**src/rtl/psc_pkg.sv**
```systemverilog
// rtl/psc_pkg.sv - shared types and default constants for the psc_stream generator
package psc_pkg;

    typedef enum logic [1:0] {
        ST_IDLE = 2'd0,
        ST_LOAD = 2'd1,
        ST_RUN  = 2'd2
    } state_t;

    typedef enum logic [1:0] {
        MODE_SUM = 2'd0,
        MODE_S1  = 2'd1,
        MODE_XOR = 2'd2,
        MODE_S2  = 2'd3
    } mode_t;

    localparam int         DEFAULT_W     = 9;
    localparam logic [8:0] DEFAULT_TAPS1 = 9'h003;
    localparam logic [8:0] DEFAULT_TAPS2 = 9'h00C;

endpackage

```
**src/rtl/psc_stream_if.sv**
```systemverilog
// rtl/psc_stream_if.sv - seed/sequence handshake bundle for psc_stream
// slave  : generator side (takes seed and control, drives seq_o/seq_valid_o/wrap_o/seed_ready_o)
// master : environment side (drives seed, enable, mode, width and seq_ready_i)
interface psc_stream_if
    import psc_pkg::*;
#(
    parameter int W = DEFAULT_W
);
    localparam int WW = $clog2(W + 1);

    logic [W-1:0]  seed_i;
    logic          seed_valid_i;
    logic          seed_ready_o;
    logic          en_i;
    logic [1:0]    mode_i;
    logic [WW-1:0] seq_width_i;
    logic [W-1:0]  seq_o;
    logic          seq_valid_o;
    logic          seq_ready_i;
    logic          wrap_o;

    modport slave (
        input  seed_i, seed_valid_i, en_i, mode_i, seq_width_i, seq_ready_i,
        output seed_ready_o, seq_o, seq_valid_o, wrap_o
    );

    modport master (
        output seed_i, seed_valid_i, en_i, mode_i, seq_width_i, seq_ready_i,
        input  seed_ready_o, seq_o, seq_valid_o, wrap_o
    );

endinterface

```
**src/rtl/psc_lfsr.sv**
```systemverilog
// rtl/psc_lfsr.sv - right-shifting Fibonacci LFSR with parallel load
// clk/resetn : clock, synchronous active-low reset (state cleared to zero)
// load       : load load_val (has priority over step)
// step       : advance one step, feedback = XOR-reduce(state & TAPS) into MSB
// state      : current register value
module psc_lfsr
    import psc_pkg::*;
#(
    parameter int           W    = DEFAULT_W,
    parameter logic [W-1:0] TAPS = W'(DEFAULT_TAPS1)
) (
    input  logic         clk,
    input  logic         resetn,
    input  logic         load,
    input  logic [W-1:0] load_val,
    input  logic         step,
    output logic [W-1:0] state
);

    always_ff @(posedge clk) begin
        if (!resetn) begin
            state <= '0;
        end else if (load) begin
            state <= load_val;
        end else if (step) begin
            state <= {^(state & TAPS), state[W-1:1]};
        end
    end

endmodule

```
**src/rtl/psc_stream.sv**
```systemverilog
// rtl/psc_stream.sv - dual-LFSR sequence generator with seed handshake and backpressured output
// clk                   : sole clock, rising edge
// reproducible_button_n : synchronous active-low reset
// bus (slave)           : seed handshake, enable/mode/width controls, seq_o stream, wrap_o pulse
module psc_stream
    import psc_pkg::*;
#(
    parameter int           W     = DEFAULT_W,
    parameter logic [W-1:0] TAPS1 = W'(DEFAULT_TAPS1),
    parameter logic [W-1:0] TAPS2 = W'(DEFAULT_TAPS2)
) (
    input  logic         clk,
    input  logic         reproducible_button_n,
    psc_stream_if.slave  bus
);

    state_t       state_q, state_d;
    logic [W-1:0] seed_q, init_q, seq_q;
    logic         valid_q, fire_q;
    logic [W-1:0] s1, s2;
    logic [W-1:0] load_val, load_rev, comb_val, masked;
    logic         seed_ready, load, hs, fire;

    // FSM state register
    always_ff @(posedge clk) begin
        if (!reproducible_button_n) begin
            state_q <= ST_IDLE;
        end else begin
            state_q <= state_d;
        end
    end

    // FSM next state
    always_comb begin
        state_d = state_q;
        case (state_q)
            ST_IDLE: if (hs) state_d = ST_LOAD;
            ST_LOAD: state_d = ST_RUN;
            ST_RUN:  if (hs) state_d = ST_LOAD;
            default: state_d = ST_IDLE;
        endcase
    end

    // FSM outputs
    always_comb begin
        seed_ready = 1'b0;
        load       = 1'b0;
        case (state_q)
            ST_IDLE: seed_ready = 1'b1;
            ST_LOAD: load       = 1'b1;
            ST_RUN:  seed_ready = 1'b1;
            default: seed_ready = 1'b0;
        endcase
    end

    assign hs   = bus.seed_valid_i && seed_ready;
    // A seed handshake in RUN takes precedence over generating a word.
    assign fire = (state_q == ST_RUN) && bus.en_i && !hs && (!valid_q || bus.seq_ready_i);

    // A zero seed would lock the LFSR, so substitute all-ones.
    assign load_val = (seed_q == '0) ? '1 : seed_q;

    always_comb begin
        load_rev = '0;
        for (int i = 0; i < W; i++) begin
            load_rev[i] = load_val[W-1-i];
        end
    end

    always_comb begin
        comb_val = '0;
        case (mode_t'(bus.mode_i))
            MODE_SUM: comb_val = s1 + s2 + W'(bus.seq_width_i);
            MODE_S1:  comb_val = s1;
            MODE_XOR: comb_val = s1 ^ s2;
            MODE_S2:  comb_val = s2;
            default:  comb_val = '0;
        endcase
    end

    // Keep only the low seq_width_i bits; an out-of-range width gives zero.
    always_comb begin
        int wid;
        masked = '0;
        wid    = int'(bus.seq_width_i);
        if (wid <= W) begin
            for (int i = 0; i < W; i++) begin
                if (i < wid) masked[i] = comb_val[i];
            end
        end
    end

    always_ff @(posedge clk) begin
        if (!reproducible_button_n) begin
            seed_q  <= '0;
            init_q  <= '0;
            seq_q   <= '0;
            valid_q <= 1'b0;
            fire_q  <= 1'b0;
        end else begin
            fire_q <= fire;
            if (hs)   seed_q <= bus.seed_i;
            if (load) init_q <= load_val;
            if (fire) begin
                seq_q   <= masked;
                valid_q <= 1'b1;
            end else if (hs || (state_q == ST_RUN && bus.seq_ready_i)) begin
                valid_q <= 1'b0;
            end
        end
    end

    psc_lfsr #(.W(W), .TAPS(TAPS1)) u_lfsr1 (
        .clk      (clk),
        .resetn   (reproducible_button_n),
        .load     (load),
        .load_val (load_val),
        .step     (fire),
        .state    (s1)
    );

    psc_lfsr #(.W(W), .TAPS(TAPS2)) u_lfsr2 (
        .clk      (clk),
        .resetn   (reproducible_button_n),
        .load     (load),
        .load_val (load_rev),
        .step     (fire),
        .state    (s2)
    );

    // s1 already holds the advanced value in the cycle after a fire.
    assign bus.wrap_o       = fire_q && (s1 == init_q);
    assign bus.seed_ready_o = seed_ready;
    assign bus.seq_o        = seq_q;
    assign bus.seq_valid_o  = valid_q;

endmodule

```
**src/flat_wrapper.sv**
```systemverilog
// flat-port wrapper written by rule: the top's interface ports become plain ports
module psc_stream_flat import psc_pkg::*;
#(
    parameter int           W     = DEFAULT_W,
    parameter logic [W-1:0] TAPS1 = W'(DEFAULT_TAPS1),
    parameter logic [W-1:0] TAPS2 = W'(DEFAULT_TAPS2)
)
  (clk, reproducible_button_n, bus_seed_i, bus_seed_valid_i, bus_en_i, bus_mode_i, bus_seq_width_i, bus_seq_ready_i, bus_seed_ready_o, bus_seq_o, bus_seq_valid_o, bus_wrap_o);
  psc_stream_if #(.W(W)) bus_i ();
  input  logic clk;
  input  logic reproducible_button_n;
  input wire logic [$bits(bus_i.seed_i)-1:0] bus_seed_i;
  input wire logic [$bits(bus_i.seed_valid_i)-1:0] bus_seed_valid_i;
  input wire logic [$bits(bus_i.en_i)-1:0] bus_en_i;
  input wire logic [$bits(bus_i.mode_i)-1:0] bus_mode_i;
  input wire logic [$bits(bus_i.seq_width_i)-1:0] bus_seq_width_i;
  input wire logic [$bits(bus_i.seq_ready_i)-1:0] bus_seq_ready_i;
  output wire logic [$bits(bus_i.seed_ready_o)-1:0] bus_seed_ready_o;
  output wire logic [$bits(bus_i.seq_o)-1:0] bus_seq_o;
  output wire logic [$bits(bus_i.seq_valid_o)-1:0] bus_seq_valid_o;
  output wire logic [$bits(bus_i.wrap_o)-1:0] bus_wrap_o;
  assign bus_i.seed_i = bus_seed_i;
  assign bus_i.seed_valid_i = bus_seed_valid_i;
  assign bus_i.en_i = bus_en_i;
  assign bus_i.mode_i = bus_mode_i;
  assign bus_i.seq_width_i = bus_seq_width_i;
  assign bus_i.seq_ready_i = bus_seq_ready_i;
  assign bus_seed_ready_o = bus_i.seed_ready_o;
  assign bus_seq_o = bus_i.seq_o;
  assign bus_seq_valid_o = bus_i.seq_valid_o;
  assign bus_wrap_o = bus_i.wrap_o;
  psc_stream #(.W(W), .TAPS1(TAPS1), .TAPS2(TAPS2)) u_core (.clk(clk), .reproducible_button_n(reproducible_button_n), .bus(bus_i));
endmodule
```
**config.mk**
```make
export PLATFORM = sky130hd
export DESIGN_NAME = psc_stream_flat
export DESIGN_NICKNAME = d
export VERILOG_FILES = /design/src/rtl/psc_pkg.sv /design/src/rtl/psc_stream_if.sv /design/src/rtl/psc_lfsr.sv /design/src/rtl/psc_stream.sv /design/src/flat_wrapper.sv
export SDC_FILE = /design/constraint.sdc
export NUM_CORES = 1
export LEC_CHECK = 0
export BUFFER_PORTS_ARGS = -buffer_cell sky130_fd_sc_hd__buf_4
export CAP_MARGIN = 40
export CORE_MARGIN = 1.5
export CORE_UTILIZATION = 63
export CTS_CLUSTER_SIZE = 40
export DETAILED_ROUTE_END_ITERATION = 6
export GPL_TIMING_DRIVEN = 1
export PLACE_DENSITY = 0.94
export SKIP_CTS_REPAIR_TIMING = 1
export SLEW_MARGIN = 30
export SYNTH_ARGS = -nofsm -noshare
export SYNTH_HDL_FRONTEND = slang
export SYNTH_SLANG_ARGS = --single-unit
```
**constraint.sdc**
```tcl
create_clock -name clk -period 4.77 [get_ports clk]
set_input_delay 0.477 -clock clk [delete_from_list [all_inputs] [get_ports clk]]
set_output_delay 0.477 -clock clk [all_outputs]
set_load 0.01 [all_outputs]
```
==> results.py <==
metrics = {
    "timing": {
        "worst_pin_slew_ps": 766.6,
        "period_needed_ps": 2661,
        "finalCritPeriodShare": 0.5579,
        "setup_slack_ps": 2109,
        "finalSetupTns_ps": 0,
        "slew_headroom": 0.4890,
        "rsz0062_at_grt": "false",
        "hold_viol_final": 0,
        "maxSlewViolCount": 0,
        "fmax_mhz": 375.8,
        "setup_violations": 0,
        "clock_skew_ps": 6.907,
    },
    "die": {
        "core-area_um2": 4324,
        "ios": 32,
        "die_y_um": 69.98,
        "rows": 24,
        "start_util": 0.6536,
        "die_w_um": 69.98,
        "dieArea_um2": 4897,
    },
    "yosys": {
        "yosysWarnings": 0,
        "synth.area.top_cells": "dfxtp_1 35%, nand2_1 8.1%, a21oi_1 5.7%, ha_1 4.9%, o21ai_0 4.4%",
        "syn_inst": 352,
        "syn_avg_cell_area_um2": 8.030,
        "synth_top_area_frac": 0.3471,
        "synth_area_um2": 2826,
        "ys.flop_type": "dfxtp_1",
        "synth_top_area_cell": "dfxtp_1",
        "synth-async-reset-ratio": 0,
        "ys_ff_latch": 49,
        "seq_area_frac_synth": 0.3471,
        "synth_edf_count": 0,
        "synth_fp_nets": 388,
        "yosys.cell_types.count": 52,
    },
    "clock_network": {
        "clockRootBuffer": "clkbuf_8",
        "cts.path.max_buffers": 2,
        "cts_sinks": 49,
        "cts-htree-levels": 2,
        "cts_buffers": 5,
        "clock_latency_ps": 320,
        "cts_tree": "built",
        "clk_pin_slew_ps": 100,
    },
    "detailed_routing": {
        "drtIter0Drc": 266,
        "viasPerCell": 6.570,
        "postRouteAntennaNets": 0,
        "dr.pass1.iters": 6,
        "drcViolationCount": 0,
        "routed-via-count": 2799,
        "drt-total-wl_mm": 7.318,
        "post_drt_wl_per_cell_um": 17.18,
    },
    "worst_hold_path": {
        "worstHoldPathCells": 3,
        "hold_path_class": "primary input to register",
    },
    "final_layout": {
        "layout_commonest_cell": "nand2_1",
        "nFillCells": 341,
        "area_growth_pct": 11.91,
        "drive_above_1_share": 0.1471,
        "mostFrequentLayoutCells": "61 x nand2_1, 49 x dfxtp_1, 32 x a21oi_1, 32 x buf_4, 27 x nor2_1",
        "regArea_um2": 980.9,
        "diodes": 0,
        "multi_input_area_um2": 1715,
        "nNetsFinal": 409,
    },
    "pwr": {
        "vdd_ir_drop_max_mv": 0.2190,
        "leakagePower_nw": 1.247,
        "power.total_mw": 0.9297,
        "powerDensity_nw_per_um2": 293.9,
    },
    "critical_path": {
        "worstPathMaxFanout": 7,
        "reg2regPathDepth": 10,
        "start_kind": "register",
        "arrival_ps": 2920,
        "cp-end-kind": "register",
        "cp.required_ps": 5030,
        "worstSetupPathType": "register to register",
    },
    "grt": {
        "grtUsageTotal": 0.3130,
        "grt_pass1_wl_mm": 12.32,
        "grt_max_degree": 31,
        "gr-total-overflow": 0,
        "grt_pass1_vias": 2649,
        "antenna_found_initial": 0,
    },
    "status": {
        "status": "completed",
    },
    "placement": {
        "dp_slack_ps": 2021,
        "gp_congestion": 0.9080,
        "hpwlAfterDp_mm": 5.206,
        "io_buffers": 31,
    },
    "run": {
        "maxCapViolations": 0,
    },
}
-- synthesized netlist by cell type (2+ instances only) --
library cell,instances
or3_1,2
o31ai_1,2
a2111oi_0,2
mux2i_1,5
buf_4,2
clkbuf_1,9
nand3_1,12
a21oi_1,32
o21ai_0,25
mux2_2,4
xor2_1,5
nor4_1,4
a31oi_1,16
buf_2,8
nor2_1,27
xnor2_1,11
a222oi_1,3
nor3_1,2
a211oi_1,4
o21bai_1,2
dfxtp_1,49
fa_1,5
nand2b_1,6
o211ai_1,2
a221oi_1,2
ha_1,11
nand2b_4,2
nand2_1,61
inv_1,9
a21o_1,3
nand4_1,4
-- cell families after synthesis --
group / after synthesis / share of synthesized area
simple gates: 131 / 0.2187
compound gates: 101 / 0.2209
flops: 49 / 0.3471
buf+inv: 30 / 0.04603
xor+xnor: 16 / 0.04958
fa+ha+maj: 16 / 0.08411
mux: 9 / 0.03364
-- path summary, 6_finish.rpt --
kind                                             to               startpoint  slack (ps)
worst max-delay path            u_core.bus.seq_o[7]  u_core.u_lfsr1.state[1]        2110
worst min-delay path               u_core.seed_q[4]            bus_seed_i[4]         390
worst max register to register  u_core.bus.seq_o[7]  u_core.u_lfsr1.state[1]        2110
worst min register to register  u_core.bus.seq_o[1]      u_core.bus.seq_o[1]         460
-- critical path, cell delays in order (launching register included) --
cell      delay, ps
dfxtp_1         500
inv_1           100
fa_1            480
inv_1            40
ha_1            230
fa_1            440
a211oi_1        260
o21bai_1        110
a21oi_1         210
o22ai_1         120
a21oi_1         120
-- cell type report --
cell class,count,area share
inverters,10,0.01187
well taps,52,0.02057
clock buffers,5,0.02176
repair buffers,34,0.08426
clock inverters,3,0.009098
multi-input cells,273,0.5423
flip-flops and latches,49,0.3101
-- report_power, final --
| part | leakage, nW | total, mW | switching [mW] | internal, mW |
|---|---|---|---|---|
| logic | 0.796 | 0.194 | 0.108 | 0.0860 |
| registers | 0.400 | 0.460 | 0.0292 | 0.431 |
| clock network | 0.0511 | 0.276 | 0.165 | 0.111 |
| total | 1.25 | 0.930 | 0.302 | 0.628 |
-- stage by stage --
stage / std cells / utilization / hold WS, ps / cell area (µm²)
after global routing: 426 / 0.7315 / 404.5 / 3163
after detailed placement: 417 / 0.7063 / 449.4 / 3054
after CTS: 425 / 0.7289 / 391.9 / 3152
after global placement: 416 / 0.7028 / 444.1 / 3039
after floorplan: 352 / - / 444.6 / 2826
final: 426 / 0.7315 / 388.2 / 3163
-- metal layers --
metal | vias up | GRT usage | wire length [µm]
li1 | 1296 | - | -
met1 | 1313 | 0.3982 | 2925
met3 | 29 | 0.03896 | 555
met5 | - | 0 | 0
met2 | 161 | 0.5397 | 3626
met4 | 0 | 0.1239 | 211
-- sequential cells by signal, summed over array words and instances, names as in the netlist --
name,flops
u_core.seed_q,9
u_core.init_q,9
u_core.bus.seq_valid_o,1
u_core.fire_q,1
u_core.bus.seq_o,9
u_core.u_lfsr1.state,9
u_core.u_lfsr2.state,9
u_core.state_q,2
Power figures use the tool's default switching activity.
